$ cat config.mk
export PLATFORM = sky130hd
export DESIGN_NAME = parity_frame_rx
export DESIGN_NICKNAME = d
export VERILOG_FILES = /design/src/rtl/parity_frame_rx.sv
export SDC_FILE = /design/constraint.sdc
export NUM_CORES = 1
export LEC_CHECK = 0
export BUFFER_PORTS_ARGS = -buffer_cell sky130_fd_sc_hd__clkbuf_2
export CELL_PAD_IN_SITES_DETAIL_PLACEMENT = 1
export CELL_PAD_IN_SITES_GLOBAL_PLACEMENT = 2
export CORE_ASPECT_RATIO = 1.4
export CORE_MARGIN = 1
export CORE_UTILIZATION = 43
export CTS_BUF_LIST = sky130_fd_sc_hd__clkbuf_4
export DETAILED_ROUTE_END_ITERATION = 8
export MAX_ROUTING_LAYER = met4
export PLACE_DENSITY_LB_ADDON = 0.12
export SETUP_SLACK_MARGIN = 0.2
export SLEW_MARGIN = 25
export SYNTH_ARGS = -nofsm -noshare
export SYNTH_HDL_FRONTEND = slang
export SYNTH_SLANG_ARGS = --single-unit
$ cat constraint.sdc
create_clock -name clk -period 2.5 [get_ports clk]
set_input_delay 0.375 -clock clk [delete_from_list [all_inputs] [get_ports clk]]
set_output_delay 0.375 -clock clk [all_outputs]
set_load 0.005 [all_outputs]
$ cat src/rtl/parity_frame_rx.sv
// rtl/parity_frame_rx.sv - serial frame receiver: start, DATA_W data bits LSB first, parity, stop.
// Advances only on bit_en strobes; publishes word and per-frame error flags with a one-clk valid.
module parity_frame_rx #(
   parameter int DATA_W     = 8,
   parameter bit ODD_PARITY = 1'b0
) (
   input  logic              clk,
   input  logic              rst_n,
   input  logic              bit_en,
   input  logic              rx,
   output logic [DATA_W-1:0] data_out,
   output logic              valid,
   output logic              parity_err,
   output logic              frame_err,
   output logic              busy
);

   localparam int CNT_W = $clog2(DATA_W + 1);
   localparam logic [CNT_W-1:0] LAST_BIT = CNT_W'(DATA_W - 1);

   typedef enum logic [2:0] {
      S_IDLE   = 3'd0,
      S_DATA   = 3'd1,
      S_PARITY = 3'd2,
      S_STOP   = 3'd3,
      S_BREAK  = 3'd4
   } state_t;

   state_t              state_q, state_d;
   logic [DATA_W-1:0]   shift_q, shift_d;
   logic [CNT_W-1:0]    cnt_q, cnt_d;
   logic                par_q, par_d;
   logic                perr_pend_q, perr_pend_d;
   logic [DATA_W-1:0]   data_q, data_d;
   logic                valid_q, valid_d;
   logic                perr_q, perr_d;
   logic                ferr_q, ferr_d;

   always_ff @(posedge clk or negedge rst_n) begin
      if (!rst_n) begin
         state_q <= S_IDLE;
      end else begin
         state_q <= state_d;
      end
   end

   always_comb begin
      state_d = state_q;
      if (bit_en) begin
         case (state_q)
            S_IDLE:   if (!rx) state_d = S_DATA;
            S_DATA:   if (cnt_q == LAST_BIT) state_d = S_PARITY;
            S_PARITY: state_d = S_STOP;
            // A low stop bit parks in BREAK so a held-low line is not read as a new start.
            S_STOP:   state_d = rx ? S_IDLE : S_BREAK;
            S_BREAK:  if (rx) state_d = S_IDLE;
            default:  state_d = S_IDLE;
         endcase
      end
   end

   always_comb begin
      shift_d     = shift_q;
      cnt_d       = cnt_q;
      par_d       = par_q;
      perr_pend_d = perr_pend_q;
      data_d      = data_q;
      perr_d      = perr_q;
      ferr_d      = ferr_q;
      valid_d     = 1'b0;
      if (bit_en) begin
         case (state_q)
            S_IDLE: begin
               cnt_d = '0;
               par_d = 1'b0;
            end
            S_DATA: begin
               shift_d = {rx, shift_q[DATA_W-1:1]};
               par_d   = par_q ^ rx;
               cnt_d   = cnt_q + CNT_W'(1);
            end
            S_PARITY: begin
               perr_pend_d = par_q ^ rx ^ ODD_PARITY;
            end
            S_STOP: begin
               data_d  = shift_q;
               perr_d  = perr_pend_q;
               ferr_d  = ~rx;
               valid_d = 1'b1;
            end
            default: begin
            end
         endcase
      end
   end

   always_ff @(posedge clk or negedge rst_n) begin
      if (!rst_n) begin
         shift_q     <= '0;
         cnt_q       <= '0;
         par_q       <= 1'b0;
         perr_pend_q <= 1'b0;
         data_q      <= '0;
         valid_q     <= 1'b0;
         perr_q      <= 1'b0;
         ferr_q      <= 1'b0;
      end else begin
         shift_q     <= shift_d;
         cnt_q       <= cnt_d;
         par_q       <= par_d;
         perr_pend_q <= perr_pend_d;
         data_q      <= data_d;
         valid_q     <= valid_d;
         perr_q      <= perr_d;
         ferr_q      <= ferr_d;
      end
   end

   always_comb begin
      busy       = (state_q != S_IDLE);
      data_out   = data_q;
      valid      = valid_q;
      parity_err = perr_q;
      frame_err  = ferr_q;
   end

endmodule

=== After elaboration in Yosys (flattened, before gate mapping) ===
Index checks and enable logic that the tools add are counted.

* Add/sub/neg operators: 1
* Equal/unequal tests: 8
* Muxes and demuxes: 9
* Bitwise gates (word level): 2
* Reductions and logical operators: 8

{| class="wikitable"
|+ Operator list
! cell !! count
|-
| one-hot mux 3 bit (5 select lines) || 1
|-
| 2-to-1 mux 3 bit || 4
|-
| one-hot mux 4 bit (2 select lines) || 1
|-
| AND reduction 2 bit || 4
|-
| == test 3 x 2 -> 1 bit, second input constant || 2
|-
| inequality test 2 bit, second input constant || 3
|-
| adder 4 x 1 -> 4 bit, second input constant || 1
|-
| == test 4 x 3 -> 1 bit, second input constant || 1
|-
| AND reduction 4 bit || 1
|-
| == test 3 x 1 -> 1 bit, second input constant || 1
|-
| == test 3 bit, second input constant || 1
|-
| logical NOT 3 bit || 1
|-
| nonzero test 3 bit || 1
|-
| 2-to-1 mux 1 bit || 2
|-
| one-hot mux 1 bit (2 select lines) || 1
|-
| nonzero test 2 bit || 1
|-
| inverter 1 bit || 1
|-
| bitwise XOR 1 bit || 1
|}

* Register bits after elaboration: 28
* Bits of input ports: 4

=== Depth between registers and ports, before layout ===
* Depth after elaboration: 3
* Mapped depth: 5
* Depth with buffers taken out: 4

=== Least setup slack after synthesis ===
Ideal clock, no wire load.

* Path kind: flip-flop to flip-flop
* Start: reg state_q[1]
* End: reg cnt_q[3]
* Library setup time: 69 ps
* Data arrival time: 1,546 ps
* Slack: 885 ps
* Cell stages (with the launch flop): 6
* Buffers on the path: 2
* Period minus slack after synthesis: 1,615 ps
* Cell sequence: dfrtp_1 > buf_2 > or3b_1 > buf_2 > or4b_1 > nand3_1

* Cells in the longest elaborated chain, start to end: 3
* Elaborated cells between the ends (all ways): 5
* Classes of those cells: eq/ne: 1; mux: 1; reduce/logical: 3

{| class="wikitable"
|+ RTL lines
! what !! RTL line !! text
|-
| start, declared || 29 || <nowiki>state_t state_q, state_d;</nowiki>
|-
| start signal, assigned || 43 || <nowiki>state_q <= state_d;</nowiki>
|-
| == test 3 x 1 -> 1 bit / logical NOT 3 bit (equally long branches) || 72 || <nowiki>case (state_q)</nowiki>
|-
| nonzero test 2 bit (no source line) || - ||
|-
| AND reduction 2 bit (no source line) || - ||
|-
| end signal, assigned || 109 || <nowiki>cnt_q <= cnt_d;</nowiki>
|-
| end, declared || 31 || <nowiki>logic [CNT_W-1:0] cnt_q, cnt_d;</nowiki>
|}

Parallel ways exist; a longest one is shown, timed or not.
A chain may end at the register's enable or synchronous reset.

=== Worst setup path after layout ===
* Start: reg state_q[0]
* End: out busy

* Cells in the longest elaborated chain, start to end: 1

{| class="wikitable"
|+ RTL lines
! what !! RTL line !! text
|-
| nonzero test 3 bit || 120 || <nowiki>busy = (state_q != S_IDLE);</nowiki>
|-
| end, declared || 15 || <nowiki>output logic busy</nowiki>
|}

No other way between the ends.

==> summary.txt <==
Run status
  • Status: finished clean

Routing
  • Post-Route WL: 2180 um
  • Drt wl/cell: 15.1 um
  • Routed Antenna Nets: 0
  • DRC Markers: 0
  • Vias: 767
  • DR vias/cell: 5.33
  • First DRT Iteration DRCs: 8
  • DRT Pass-1 Iters: 2

Clock tree
  • # resized after CTS: 0
  • Clock transition at the registers of the reported paths: 0.15 ns
  • Clock tree root driver cell: clkbuf_4
  • Clock sinks: 28
  • Worst-Skew Late Latency: 0.32 ns
  • Bufs on Longest Clock Path: 2
  • CTS tree: yes
  • H-tree depth: 1
  • Total CTS buffers: 3
  • Post-CTS setup buffers: 0
  • Hold buffers post-CTS: 0

Die
  • Initial Util: 0.451
  • Core ar.: 2620 um2
  • Row cnt: 22
  • Die Span Y: 63.9 um
  • Die X-Extent: 46.2 um
  • Die Area: 2960 um2
  • I/O Pins: 16

Finish
  • Final instance area: 1320 um2
  • Share of cells above drive strength 1: 0.361
  • Area Growth Syn to Fin: 12.2%
  • Core Util, Final: 0.506
  • Layout net count: 114
  • ANT cells: 0

Power and ir drop
  • VDD IR max: 0.000491 V
  • Leakage power: 0.651 nW
  • Cell area power density: 1020 nW/um2

Critical path
  • Worst setup EP type: output pin
  • Maximum fanout along the worst path: 16
  • Crit-path max cell delay: 0.57 ns
  • CP top delay family: flip-flops
  • Crit path buffers/inverters: 1
  • Crit path max-delay cell type: dfrtp_1
  • Reg2Reg Setup Slack: 0.80 ns
  • Reg-to-Reg Start: state_q[1]
  • Capturing point of the worst reg2reg path: cnt_q[3]
  • Worst path depth: 2
  • R2r worst-path depth: 3
  • Crit Path Category: reg2out
  • CP Cell Sequence: or3_1 -> clkbuf_2
  • Crit path DAT: 1.45 ns
  • Critical Path RT: 2.12 ns
  • Worst setup SP type: flop

Timing
  • Fmax: 0.547 GHz
  • Hold slack: 0.0619 ns
  • Final worst path period need: 1.83 ns
  • Max-slew violation count: 0
  • Max_slew headroom: 0.534
  • Setup TNS: 0 ns
  • Period Utilization, post-route: 0.731
  • Final hold vios: 0
  • RSZ-0062 raised after global routing: no
  • Setup violators final: 0
  • Tightest Pin Transition: 0.699 ns
  • Layout Skew: 0.00239 ns

Logic synthesis
  • Syn_nets: 96
  • Synth Area in Simple Gates: 0.130
  • Register area share after synthesis: 0.594
  • Largest area contributor in the netlist: dfrtp_1
  • Largest family of logic cells by synthesized area: multiplexers
  • YS warnings: 0
  • Cells after Synth: 91
  • Main synth FF type: dfrtp_1
  • Synth top area cells: dfrtp_1, mux2_2, nand2_1, o21ai_0, nand3_1
  • EDFF count, synth: 0
  • Synth unique cells: 27
  • Post-synth top cells: dfrtp_1, mux2_2, nand2_1
  • Area fraction in compound gates after synthesis: 0.0648
  • Yosys reg bits: 28
  • Synthesized area: 1180 um2
  • Post-synthesis mux area share: 0.172
  • Adder-cell share of the synthesized area: 0.0106
  • Xor and xnor area share after synthesis: 0.00743
  • Synth top area share: 0.594
  • Most common cell in the netlist: dfrtp_1
  • Syn avg cell area: 13.0 um2
  • Post-synth ARST share: 1.00

Placed design
  • HPWL Detailed: 1550 um
  • Placed inst area: 1300 um2
  • GPL Wtd Cong: 0.743
  • # port buffers: 15

Global routing
  • Largest net degree at the start of global routing: 29
  • GRT overflow: 0
  • Initial antenna violation count: 0
  • Total track usage: 0.183
  • Vias in the first global route: 823
  • First-pass GRT wire length: 3790 um

Worst hold path
  • Class of the worst hold path: in2async

Job
  • Max-cap violations: 0
==> report_power, final <==
part / switching (W) / internal [W]
clock network: 0.000132 / 0.0000585
registers: 0.000146 / 0.000624
logic: 0.000152 / 0.000233
total: 0.000430 / 0.000916
==> logic make-up (layout without fill, tap and decap cells) <==
logic type / count (synthesis) / after routing
flops: 28 / 28
simple gates: 26 / 26
mux: 18 / 18
compound gates: 11 / 11
buf+inv: 6 / 23
fa+ha+maj: 1 / 1
xor+xnor: 1 / 1
==> worst max-delay path by stage <==
stage                    start        to  slack (ns)
finish              state_q[0]      busy        0.67
global route        state_q[0]      busy        0.60
CTS                 state_q[0]      busy        0.66
detailed placement      bit_en  cnt_q[3]        0.78
global placement        bit_en  cnt_q[3]        0.82
floorplan           state_q[1]  cnt_q[3]        0.89
==> routing by layer <==
layer | GRT usage | up-vias | part of all wire
li1 | - | 359 | -
met1 | 0.247 | 395 | 0.45
met2 | 0.282 | 11 | 0.52
met3 | 0.0169 | 2 | 0.024
met4 | 0.0662 | 0 | 0.0096
met5 | - | - | 0
==> placed cells by master, fill, tap and decap left out, types with 2 or more instances in the layout <==
master / instances
dfrtp_1: 28
clkbuf_4: 3
clkbuf_2: 15
mux2_2: 18
nand2b_1: 2
buf_4: 2
nand2_1: 9
or3_1: 2
nand3_1: 3
o21ai_0: 4
nor2b_1: 2
nor3_1: 2
inv_1: 2
==> sequential cells by signal, indices dropped and copies added (netlist names) <==
signal,cells
cnt_q,4
data_out,8
frame_err,1
par_q,1
parity_err,1
perr_pend_q,1
shift_q,8
state_q,3
valid,1
==> area by class of cell <==
cell class / instances / area [um2]
clock inverters: 1 / 3.75
well taps: 36 / 45.0
fillers: 289 / 1290
multi-input cells: 57 / 453
clock buffers: 3 / 22.5
repair buffers: 17 / 90.1
flip-flops and latches: 28 / 701
inverters: 2 / 7.51
==> metrics by stage <==
stage | cells | worst slack, ns | power, W
2_1_floorplan | 91 | 0.885 | 0.00102
3_5_place_dp | 140 | 0.783 | 0.00118
4_1_cts | 144 | 0.657 | 0.00137
5_1_grt | 144 | 0.605 | 0.00146
3_3_place_gp | 140 | 0.819 | 0.00115
6_report | 144 | 0.673 | 0.00135
No activity file was read; power rests on OpenSTA's default activity.
